$ cat config.mk
export PLATFORM = sky130hd
export DESIGN_NAME = uart_tx_dev
export DESIGN_NICKNAME = d
export VERILOG_FILES = /design/src/rtl/uart_tx_dev_pkg.sv /design/src/rtl/uart_tx_dev_sync_fifo.sv /design/src/rtl/uart_tx_dev.sv
export SDC_FILE = /design/constraint.sdc
export NUM_CORES = 1
export LEC_CHECK = 0
export ABC_AREA = 1
export CELL_PAD_IN_SITES_DETAIL_PLACEMENT = 1
export CELL_PAD_IN_SITES_GLOBAL_PLACEMENT = 2
export CORE_ASPECT_RATIO = 1.1
export CORE_MARGIN = 2
export CORE_UTILIZATION = 28
export DETAILED_ROUTE_END_ITERATION = 6
export PLACE_DENSITY_LB_ADDON = 0.1
export SLEW_MARGIN = 20
export SYNTH_ARGS = -nofsm -noshare
export SYNTH_HDL_FRONTEND = slang
export SYNTH_SLANG_ARGS = --single-unit
$ cat constraint.sdc
create_clock -name clk -period 2.2 [get_ports clk]
set_input_delay 0.22 -clock clk [delete_from_list [all_inputs] [get_ports clk]]
set_output_delay 0.22 -clock clk [all_outputs]
set_load 0.02 [all_outputs]
$ cat src/rtl/uart_tx_dev_pkg.sv
// uart_tx_dev_pkg: register map, bit positions and FSM states for the UART transmitter
package uart_tx_dev_pkg;
    localparam int DEV_ADDR_WD = 8;
    localparam logic [1:0] UART_REG_DATA   = 2'd0;
    localparam logic [1:0] UART_REG_CTRL   = 2'd1;
    localparam logic [1:0] UART_REG_DIV    = 2'd2;
    localparam logic [1:0] UART_REG_STATUS = 2'd3;
    localparam int CTRL_EN   = 0;
    localparam int CTRL_IE   = 1;
    localparam int ST_OVF_CLR = 3;
    typedef enum logic [1:0] {UTX_IDLE, UTX_START, UTX_DATA, UTX_STOP} utx_state_e;
endpackage

$ cat src/rtl/uart_tx_dev_sync_fifo.sv
// sync_fifo: small synchronous FIFO; a push is accepted when full if a pop happens on the same edge
module sync_fifo #(
    parameter int WIDTH = 8,
    parameter int DEPTH = 4,
    localparam int AW = $clog2(DEPTH)
) (
    input  logic             clk,
    input  logic             reset,
    input  logic             push_i,
    input  logic             pop_i,
    input  logic [WIDTH-1:0] din_i,
    output logic [WIDTH-1:0] dout_o,
    output logic             full_o,
    output logic             empty_o,
    output logic [AW:0]      count_o
);
    logic [WIDTH-1:0] mem_q [DEPTH];
    logic [AW-1:0]    wr_q, rd_q;
    logic [AW:0]      cnt_q;
    logic             do_push, do_pop;

    assign do_pop  = pop_i & ~empty_o;
    assign do_push = push_i & (~full_o | do_pop);
    assign full_o  = cnt_q == (AW+1)'(DEPTH);
    assign empty_o = cnt_q == '0;
    assign count_o = cnt_q;
    assign dout_o  = mem_q[rd_q];

    always_ff @(posedge clk) begin
        if (do_push) mem_q[wr_q] <= din_i;
    end

    always_ff @(posedge clk) begin
        if (reset) begin
            wr_q  <= '0;
            rd_q  <= '0;
            cnt_q <= '0;
        end else begin
            wr_q  <= wr_q + AW'(do_push);
            rd_q  <= rd_q + AW'(do_pop);
            cnt_q <= cnt_q + (AW+1)'(do_push) - (AW+1)'(do_pop);
        end
    end
endmodule

$ cat src/rtl/uart_tx_dev.sv
// uart_tx_dev: bridge-attached 8N1 UART transmitter with TX FIFO, programmable divisor and TX-empty irq
module uart_tx_dev
    import uart_tx_dev_pkg::*;
#(
    parameter int          FIFO_DEPTH = 4,
    parameter logic [31:0] DIV_RESET  = 32'd433
) (
    input  logic                   clk,
    input  logic                   reset,
    input  logic                   we_i,
    input  logic [DEV_ADDR_WD-1:0] add_i,
    input  logic [31:0]            dat_i,
    output logic [31:0]            dat_o,
    output logic                   txd,
    output logic                   irq
);
    localparam int CW = $clog2(FIFO_DEPTH) + 1;

    utx_state_e  state_q, state_d;
    logic [15:0] baud_q, baud_d, reload_q, reload_d, div_q, div_d;
    logic [2:0]  bit_q, bit_d;
    logic [7:0]  shift_q, shift_d, head;
    logic [1:0]  ctrl_q, ctrl_d;
    logic        txd_q, txd_d, ovf_q, ovf_d;
    logic        pop, push, full, empty, tick, start, busy;
    logic [CW-1:0] count;
    logic [1:0]  sel;
    logic        unused_bits;

    assign sel         = add_i[3:2];
    assign unused_bits = ^{add_i[DEV_ADDR_WD-1:4], add_i[1:0], dat_i[31:16], DIV_RESET[31:16]};
    assign push        = we_i & (sel == UART_REG_DATA);

    sync_fifo #(.WIDTH(8), .DEPTH(FIFO_DEPTH)) u_fifo (
        .clk(clk), .reset(reset), .push_i(push), .pop_i(pop), .din_i(dat_i[7:0]),
        .dout_o(head), .full_o(full), .empty_o(empty), .count_o(count)
    );

    assign busy  = state_q != UTX_IDLE;
    assign tick  = baud_q == '0;
    // A frame launches from IDLE at once, or from STOP at its last cycle for back-to-back frames
    assign start = ctrl_q[CTRL_EN] & ~empty & (state_q == UTX_IDLE | (state_q == UTX_STOP & tick));

    always_comb begin
        state_d  = state_q;
        baud_d   = baud_q;
        reload_d = reload_q;
        bit_d    = bit_q;
        shift_d  = shift_q;
        txd_d    = txd_q;
        pop      = 1'b0;
        if (start) begin
            pop      = 1'b1;
            shift_d  = head;
            reload_d = div_q;
            baud_d   = div_q;
            txd_d    = 1'b0;
            state_d  = UTX_START;
        end else if (busy) begin
            if (!tick) begin
                baud_d = baud_q - 16'd1;
            end else begin
                baud_d = reload_q;
                case (state_q)
                    UTX_START: begin
                        state_d = UTX_DATA;
                        txd_d   = shift_q[0];
                        bit_d   = '0;
                    end
                    UTX_DATA: begin
                        state_d = bit_q == 3'd7 ? UTX_STOP : UTX_DATA;
                        txd_d   = bit_q == 3'd7 ? 1'b1 : shift_q[1];
                        shift_d = shift_q >> 1;
                        bit_d   = bit_q + 3'd1;
                    end
                    default: begin
                        state_d = UTX_IDLE;
                        txd_d   = 1'b1;
                    end
                endcase
            end
        end
    end

    always_comb begin
        ctrl_d = we_i & (sel == UART_REG_CTRL) ? dat_i[1:0] : ctrl_q;
        div_d  = we_i & (sel == UART_REG_DIV) ? dat_i[15:0] : div_q;
        ovf_d  = push & full & ~pop ? 1'b1 :
                 we_i & (sel == UART_REG_STATUS) & dat_i[ST_OVF_CLR] ? 1'b0 : ovf_q;
    end

    always_ff @(posedge clk) begin
        if (reset) begin
            state_q  <= UTX_IDLE;
            baud_q   <= '0;
            reload_q <= '0;
            bit_q    <= '0;
            shift_q  <= '0;
            txd_q    <= 1'b1;
            ctrl_q   <= '0;
            div_q    <= DIV_RESET[15:0];
            ovf_q    <= 1'b0;
        end else begin
            state_q  <= state_d;
            baud_q   <= baud_d;
            reload_q <= reload_d;
            bit_q    <= bit_d;
            shift_q  <= shift_d;
            txd_q    <= txd_d;
            ctrl_q   <= ctrl_d;
            div_q    <= div_d;
            ovf_q    <= ovf_d;
        end
    end

    assign txd   = txd_q;
    assign irq   = ctrl_q[CTRL_IE] & empty & ~busy;
    assign dat_o = sel == UART_REG_CTRL ? {30'd0, ctrl_q} :
                   sel == UART_REG_DIV  ? {16'd0, div_q} :
                   sel == UART_REG_STATUS ? {25'd0, 3'(count), ovf_q, full, empty, busy} : 32'd0;
endmodule

* After elaboration in Yosys (flattened, before gate mapping)
Memory sizes are Yosys's and may differ from the RTL's. A register that Yosys moved wholly into a read port is not among the register bits.
Index checks and enable logic that the tools add are counted.
** Word-level totals
- Register bits after elaboration :: 72
- Memory bits (writable) :: 32
- Memories kept :: 1
- Output and inout bits :: 34
** Memories
- u_fifo.mem_q :: depth 4, bits a word 8, read ports 1, clocked after memory_dff 1, write ports 1, line uart_tx_dev_sync_fifo.sv:17 : logic [WIDTH-1:0] mem_q [DEPTH];
** Cells by class
- Add/subtract/negate cells :: 6
- Bitwise gates (word level) :: 21
- Muxes and demuxes :: 27
- Reductions and logical operators :: 15
- Equal/unequal tests :: 8
** Operators with widths (count)
- two-way mux 16 bit :: 5
- two-way mux 8 bit :: 4
- logical NOT 16 bit :: 1
- subtractor 16 x 1 -> 16 bit (second input constant) :: 1
- bitwise AND 1 bit :: 14
- two-way mux 1 bit :: 13
- nonzero test 2 bit :: 6
- equality test 2 bit (second input constant) :: 4
- two-way mux 7 bit :: 1
- equality test 3 bit (second input constant) :: 2
- one-hot mux 3 bit (2 select lines) :: 1
- inverter 1 bit :: 5
- adder 2 x 1 -> 2 bit :: 2
- equality test 2 x 1 -> 1 bit (second input constant) :: 2
- logical NOT 2 bit :: 2
- one-hot mux 2 bit (2 select lines) :: 1
- AND reduction 2 bit :: 2
- AND reduction 4 bit :: 1
- adder 3 x 1 -> 3 bit :: 1
- adder 3 x 1 -> 3 bit (second input constant) :: 1
- logical NOT 3 bit :: 1
- AND reduction 3 bit :: 1
- subtractor 3 x 1 -> 3 bit :: 1
- two-way mux 2 bit :: 1
- 3 further kinds :: 4

* Logic depth before layout (Yosys ltp)
- Depth in word-level cells :: 10
- Depth in mapped cells :: 15
- Depth with buffers taken out :: 14

* Hierarchy
From an unflattened synthesis, not the netlist that was laid out.
** Second synthesis, totals
- Cell total of the unflattened synthesis :: 734
- Area total of the unflattened synthesis :: 5470.2 um^2
** By module, submodules not included
- uart_tx_dev :: sequential area each 1301.2 um^2, cells each 586, area an instance 3804.9 um^2, times used 1
- sync_fifo :: sequential area each 1101.1 um^2, cells each 148, area an instance 1665.3 um^2, times used 1

* Worst setup path before layout
OpenSTA, ideal clock, no wires.
- Kind :: reg2reg
- From :: reg baud_q[0]
- To :: reg u_fifo.cnt_q[2] (netlist: u_fifo.count_o[2])
- Library setup time :: 0.078 ns
- Setup slack :: -0.182 ns
- Stages on the path, launching flop included :: 16
- Required time :: 2.122 ns
- Arrival time :: 2.304 ns
- Cell sequence :: dfxtp_1 -> inv_1 -> ha_1 -> nand2_1 -> nor2_2 -> nand3_2 -> nand2_2 -> nand2_2 -> buf_6 -> inv_1 -> ha_1 -> inv_1 -> ha_1 -> fa_1 -> and3_1 -> nor3_1
** On the way
- Longest elaborated chain between the ends :: 10
** RTL lines
- from (decl) :: line uart_tx_dev.sv:20 : logic [15:0] baud_q, baud_d, reload_q, reload_d, div_q, div_d;
- from (signal assigned) :: line uart_tx_dev.sv:105 : baud_q <= baud_d;
- logical NOT 16 bit * :: line uart_tx_dev.sv:40 : assign tick = baud_q == '0;
- bitwise AND 1 bit * :: line uart_tx_dev.sv:42 : assign start = ctrl_q[CTRL_EN] & ~empty & (state_q == UTX_IDLE | (state_q == UTX_STOP & tick));
- OR 1 bit * :: line uart_tx_dev.sv:42
- bitwise AND 1 bit * :: line uart_tx_dev.sv:42
- two-way mux 1 bit * :: line uart_tx_dev.sv:52 : if (start) begin
- bitwise AND 1 bit * :: line uart_tx_dev_sync_fifo.sv:22 : assign do_pop = pop_i & ~empty_o;
- OR 1 bit :: line uart_tx_dev_sync_fifo.sv:23 : assign do_push = push_i & (~full_o | do_pop);
- bitwise AND 1 bit :: line uart_tx_dev_sync_fifo.sv:23
- adder 3 x 1 -> 3 bit :: line uart_tx_dev_sync_fifo.sv:41 : cnt_q <= cnt_q + (AW+1)'(do_push) - (AW+1)'(do_pop);
- subtractor 3 x 1 -> 3 bit * :: line uart_tx_dev_sync_fifo.sv:41
- to (signal assigned) :: line uart_tx_dev_sync_fifo.sv:41
- to (decl) :: line uart_tx_dev_sync_fifo.sv:19 : logic [AW:0] cnt_q;
Mark *: on every way between the ends. The rest lies on a longest branch, timed or not.
A chain may end at the register's enable or synchronous reset.

* Worst setup path in the final report
Same ends and word-level chain as after synthesis.

==> results.md <==
* Area delta synth->final at 25.5%
* Post-synth top area share at 0.278
* Clock-pin slew of the registers on the worst-case setup and hold paths at approximately 0.080 ns
* Critical Path Stages at 14
* Worst Tran Pin Value at 0.696 ns
* Inserted Clock Buffers at 9
* Detailed Route WL at around 16 mm
* Nature of the critical path endpoint: flip-flop
* Worst skew pair latency at ~0.36 ns
* Design Area, Final at roughly 6500 µm²
* Final Cycle Share at 0.949
* H-tree levels at 3
* Worst r2r path cells at 14
* Cell Pwr Density at roughly 1000 nW/µm²
* Die W at ~130 µm
* Ys Warns at 0
* DRT Pass-1 Iters at 4
* CP peak stage delay at 0.34 ns
* DRC at 0
* GP Congestion at between 0.7 and 0.8
* WHS Path Cells at 3
* Die area at ~20,000 µm²
* HP Class: in2reg
* Netlist cell types at 32
* Overall routing resource usage at 0.167
* Average cell area after synthesis at about 7.6 µm²
* Crit-path slowest cell: dfxtp_2
* Clk buf depth at 2
* F_max at 479 MHz
* Area of the multi-input gates at about 2300 µm²
* Worst path required time at 2.50 ns
* Peak supply drop at between 0.0005 and 0.0006 V
* Largest cells by area after synthesis: dfxtp_1 28%, edfxtp_1 19%, nand2_1 9.3%
* Fillers at approximately 2,200
* Buf/Inv on CP at 3
* Setup violations, final at 0
* DP HPWL at about 12 mm
* Most frequent cells in the layout: 124 x nand2_1, 86 x inv_1, 70 x nor2_1
* Initial antenna violation count at 0
* Placement Rows at 52
* IO Port Bufs at 38
* TritonCTS clock tree: built
* # IOs at 77
* Clock skew at around 0.0087 ns
* Final min period at between 2 and 2.5 ns
* CTS root buf: clkbuf_16
* Pleak at about 3.0 nW
* Flops & latches, synth at ~100
* Via/cell ratio at 4.63
* Final hold vios at 0
* Setup bufs post-CTS at 0
* Crit-path cells: inv_2 > ha_4 > nand2_4 > nor2_4 > nand3_2 > nand2_4 > nand2_4 > inv_2 > ha_4 > inv_2 > ha_4 > fa_2 > and3_4 > nor3_2
* Placement Cell Area at around 6100 µm²
* Syn Inst Count at between 600 and 700
* Max Cap Violations at 0
* CP Data Arrival Time at ~2.4 ns
* Worst path top cell family by delay: adder cells
* Sequential share of the synthesized area at 0.464
* Largest net degree at the start of global routing at 45
* Ant. Diodes at 0
* Core Area at 18,300 µm²
* Die Height at 147 µm
* Nets at roughly 810
* Slew HR at 0.535
* Core Util, Final at 0.355
* Final std cells w/o fill at 1,005
* Cell taking the most area after synthesis: dfxtp_1
* RSZ-0062 raised after global routing: yes
* Seq. cell area at approximately 2400 µm²
* Status: complete, no violations
* Final setup margin at 0.112 ns
* Sinks on Clock Net at 104
* Layout cells sized above 1 at 0.147
* Post-Synthesis Cell Area at a little over 5000 µm²
* Number of global-route vias before repair at 4,832
* Most common cell after layout, fill and taps aside: nand2_1
* Pre-CTS setup slack at -0.0896 ns
* Initial Utilization at 0.283
* Worst hold slack at around 0.43 ns
* Routed WL per cell at about 16 µm
* Post-DRT Antenna Nets at 0
* Worst Setup Start Kind: flip-flop
* Worst Setup Path Type: reg2reg
* Crit path max fanout at 3
* Initial DRC count at approximately 140
* Global-route wire length before repair at between 20 and 30 mm
* Global route overflow at 0
* Placed cell count at roughly 990
* Max Slew Vio Count at 0
* Routed via count at approximately 4,700
-- metal layers --
layer  vias to the layer above  wire (µm)  track usage
li1                       2346          -            -
met1                      2263       7110        0.205
met2                        33       8110        0.301
met3                        12        279       0.0281
met4                         0        198       0.0431
met5                         -          0            0
-- worst paths after layout --
kind | endpoint | startpoint | slack [ns]
hold / removal | div_q[8] | dat_i[8] | 0.43
hold reg to reg | reload_q[1] | reload_q[1] | 0.47
setup / recovery | u_fifo.count_o[2] | baud_q[0] | 0.11
setup reg to reg | u_fifo.count_o[2] | baud_q[0] | 0.11
-- worst min-delay path: stages --
cell	delay, ns
clkdlybuf4s50_1	0.39
nand2_1	0.06
o211ai_1	0.07
-- power by group --
part / leakage (nW) / internal, mW / total (mW) / switching, mW
clock network: 0.145 / 0.802 / 1.63 / 0.826
logic: 1.98 / 1.15 / 2.98 / 1.82
registers: 0.875 / 2.09 / 2.16 / 0.0710
-- Yosys cell counts (all sizes together) --
library cell / number
and3: 1
and2: 1
xor2: 2
edfxtp: 32
xnor2: 2
clkbuf: 19
a21oi: 36
nor3: 9
inv: 92
nand3: 63
fa: 1
o221ai: 1
a31oi: 1
conb: 1
o22ai: 21
buf: 27
nand3b: 10
o211ai: 4
o21ai: 65
dfxtp: 72
nand2: 133
nor2: 80
ha: 10
-- kinds of logic (layout without fill, tap and decap cells) --
| kind of cell | count (synthesis) | in the layout | share of synthesized area |
|---|---|---|---|
| and+or+nand+nor | 297 | 297 | 0.249 |
| buffers and inverters | 138 | 202 | 0.119 |
| AOI/OAI and AO/OA | 128 | 128 | 0.132 |
| DFF | 104 | 104 | 0.464 |
| adders and majority gates | 11 | 11 | 0.0280 |
| xor gates and xnor gates | 4 | 4 | 0.00676 |
| other | 1 | 16 | 0.000724 |
-- registers in the layout (all words and copies together) (netlist names) --
register / cells
ctrl_q: 2
state_q: 2
bit_q: 3
u_fifo.count_o: 3
txd: 1
div_q: 16
ovf_q: 1
reload_q: 16
baud_q: 16
shift_q: 8
u_fifo.wr_q: 2
u_fifo.mem_q: 32
u_fifo.rd_q: 2
-- cell type report --
class / instances / share of cell area
flip-flops and latches: 104 / 0.370
multi-input cells: 456 / 0.357
repair buffers: 94 / 0.128
inverters: 92 / 0.0531
well taps: 243 / 0.0468
clock buffers: 9 / 0.0347
clock inverters: 7 / 0.0102
-- per-stage QoR --
step	setup TNS, ns	power, mW
final	0	6.76
after detailed placement	-0.142	5.21
after floorplan	-1.17	4.10
after global routing	-0.0180	7.36
after CTS	0	6.87
after global placement	-0.0165	5.15
-- timing repair --
item / in CTS / in global routing
endpoints found under the setup margin: 6 / 12
gates resized for setup: 16 / 21
hold buffers: 0 / 0
pin swaps: 3 / 2
cloned: 0 / 0
Note: power is estimated with default switching activity, not from simulation.
==> variant: new RTL, config.mk and constraints unchanged <==
Reset style: asynchronous (`reset`), changed in 2 clocked blocks.
--- a/src/rtl/uart_tx_dev_sync_fifo.sv
+++ b/src/rtl/uart_tx_dev_sync_fifo.sv
@@ -30,7 +30,7 @@
         if (do_push) mem_q[wr_q] <= din_i;
     end
 
-    always_ff @(posedge clk) begin
+    always_ff @(posedge clk or posedge reset) begin
         if (reset) begin
             wr_q  <= '0;
             rd_q  <= '0;
--- a/src/rtl/uart_tx_dev.sv
+++ b/src/rtl/uart_tx_dev.sv
@@ -89,7 +89,7 @@
                  we_i & (sel == UART_REG_STATUS) & dat_i[ST_OVF_CLR] ? 1'b0 : ovf_q;
     end
 
-    always_ff @(posedge clk) begin
+    always_ff @(posedge clk or posedge reset) begin
         if (reset) begin
             state_q  <= UTX_IDLE;
             baud_q   <= '0;
Check against the original RTL: differs if reset is asserted again (counterexample within 4 cycles, from zero or initial values and one cycle with reset high); with reset held inactive, the same outputs for 10 cycles.
==> variant against the original RTL <==
  * Largest power group unchanged
  * Largest cell class unchanged
  * Critical endpoint is now dat_o[14]
  * Synthesized area increased by 2.6%
  * Global-route usage decreased by 0.70 points
  * Critical path type is now in2out
  * Fmax increased by 1.3%
  * Final area increased by 1.6%
  * Die area increased by 2.6%
  * Wire length decreased by 4.4%
  * Sequential cell count unchanged
  * Power increased by 24%
  * Worst setup slack improved by 0.026 ns
  * Highest routed layer unchanged
==> variant: results <==
cells_and_area:
  largest_register_ffs: 32
  nets: 755
  drive_gt1_share_pct: 14.73
  diodes: 0
  regMostFlops: "u_fifo.mem_q"
  nFillCells: 2184
sta:
  finClkSkew_ns: 0.009786
synth:
  synth_adder_area_share_pct: 2.730
  muxShareOfSynthArea_pct: 0
  yosysSeqAreaShare_pct: 52.11
  synthCells: 626
  yosysUniqueCellTypes: 36
  synth_common_cells: "nand2_1 (150), nor2_1 (80), inv_1 (69)"
  synthArstFlopShare_pct: 69.23
  synth-compound-area-share_pct: 10.52
  synth_area_leaders: "dfrtp_1 (31%), edfxtp_1 (18%), nand2_1 (11%), nor2_1 (5.6%), inv_1 (4.9%)"
  synthFlopType: "dfrtp_1"
  synth-edff-count: 32
  synth-xor-area-share_pct: 1.318
route:
  routed_via_density: 4.468
  wl_mm: 15.01
  wl_per_cell_um: 15.81
  firstDrtPassIters: 4
  drt-initial-drc-count: 143
global_route:
  grt_max_degree: 73
  grtUsageTotal_pct: 15.98
  grt_first_pass_wirelength_mm: 24.61
  antenna_found_initial: 0
  grt_pass1_vias: 4513
power:
  vdd_drop_max_mv: 0.4040
  power_density_mw_per_mm2: 1268
  leakage_uw: 0.003108
placed_design:
  numPlacedInstances: 929
  dp_slack_ns: -0.008293
  gp_congestion: 0.7688
  hpwl_mm: 10.96
  placed_cell_area_mm2: 0.006173
cts:
  cts_max_level: 3
  root_buffer: "clkbuf_16"
  post_cts_resized: 3
  insertion_delay_ns: 0.36
status:
  status: "completed"
worst_setup_path:
  cp.arrival_ns: 1.84
  crit_fanout: 13
hold_path:
  hold_path_class: "in2async"
## variant: cell count changes after synthesis, sizes merged, moves of 9 or more
cell	before	now
dfrtp	0	66
dfxtp	72	0
clkbuf	19	10
o22ai	21	10
nand3	63	34
nand2	133	157
inv	92	69
o21ai	65	56
## variant: final cells by class
type | instances | share of cell area, %
sequential | 104 | 41.96
multi-input combinational | 432 | 33.16
timing repair buffer | 83 | 11.33
tap | 243 | 4.605
inverter | 71 | 4.112
clock buffer | 9 | 3.411
clock inverter | 7 | 1.421
## variant: worst max-delay path, cell delays in order
cell,delay [ns]
clkdlybuf4s50_1,0.50
inv_1,0.06
nor2_1,0.16
inv_2,0.14
nor2_1,0.14
clkdlybuf4s50_1,0.62
## variant: worst paths after layout
path                                        startpoint                          end  slack, ns  cells past startpoint
worst max register to register   baud_q[0]$_DFFE_PP0P_  u_fifo.count_o[1]$_DFF_PP0_       0.14                     10
worst min-delay path                             reset         bit_q[0]$_DFFE_PP0P_       0.25                      3
max in group asynchronous                        reset         div_q[8]$_DFFE_PP1P_       1.56                      3
worst max-delay path                          add_i[3]                    dat_o[14]       0.14                      6
min in group clk                              dat_i[8]         div_q[8]$_DFFE_PP1P_       0.42                      3
worst min register to register  shift_q[7]$_DFFE_PP0P_       shift_q[7]$_DFFE_PP0P_       0.48                      2
## variant: layer usage
metal  vias up  track usage, %  wire (um)
li1       2136               -          -
met1      2037           22.93       7661
met2        56           25.23       6816
met3        11           2.011        331
met4         0           4.896        199
met5         -               0          0
## variant: logic make-up after synthesis
group,count (synthesis)
AO/OA/AOI/OAI,105
AND/OR/NAND/NOR,292
XOR/XNOR,8
buffers and inverters,105
adder cells (fa/ha/maj),11
flip-flops,104
other,1
## variant: report_power, final
part           internal (uW)  switching, uW
Clock                    837            889
Combinational           1400           2300
Sequential              2580            374
Total                   4810           3560
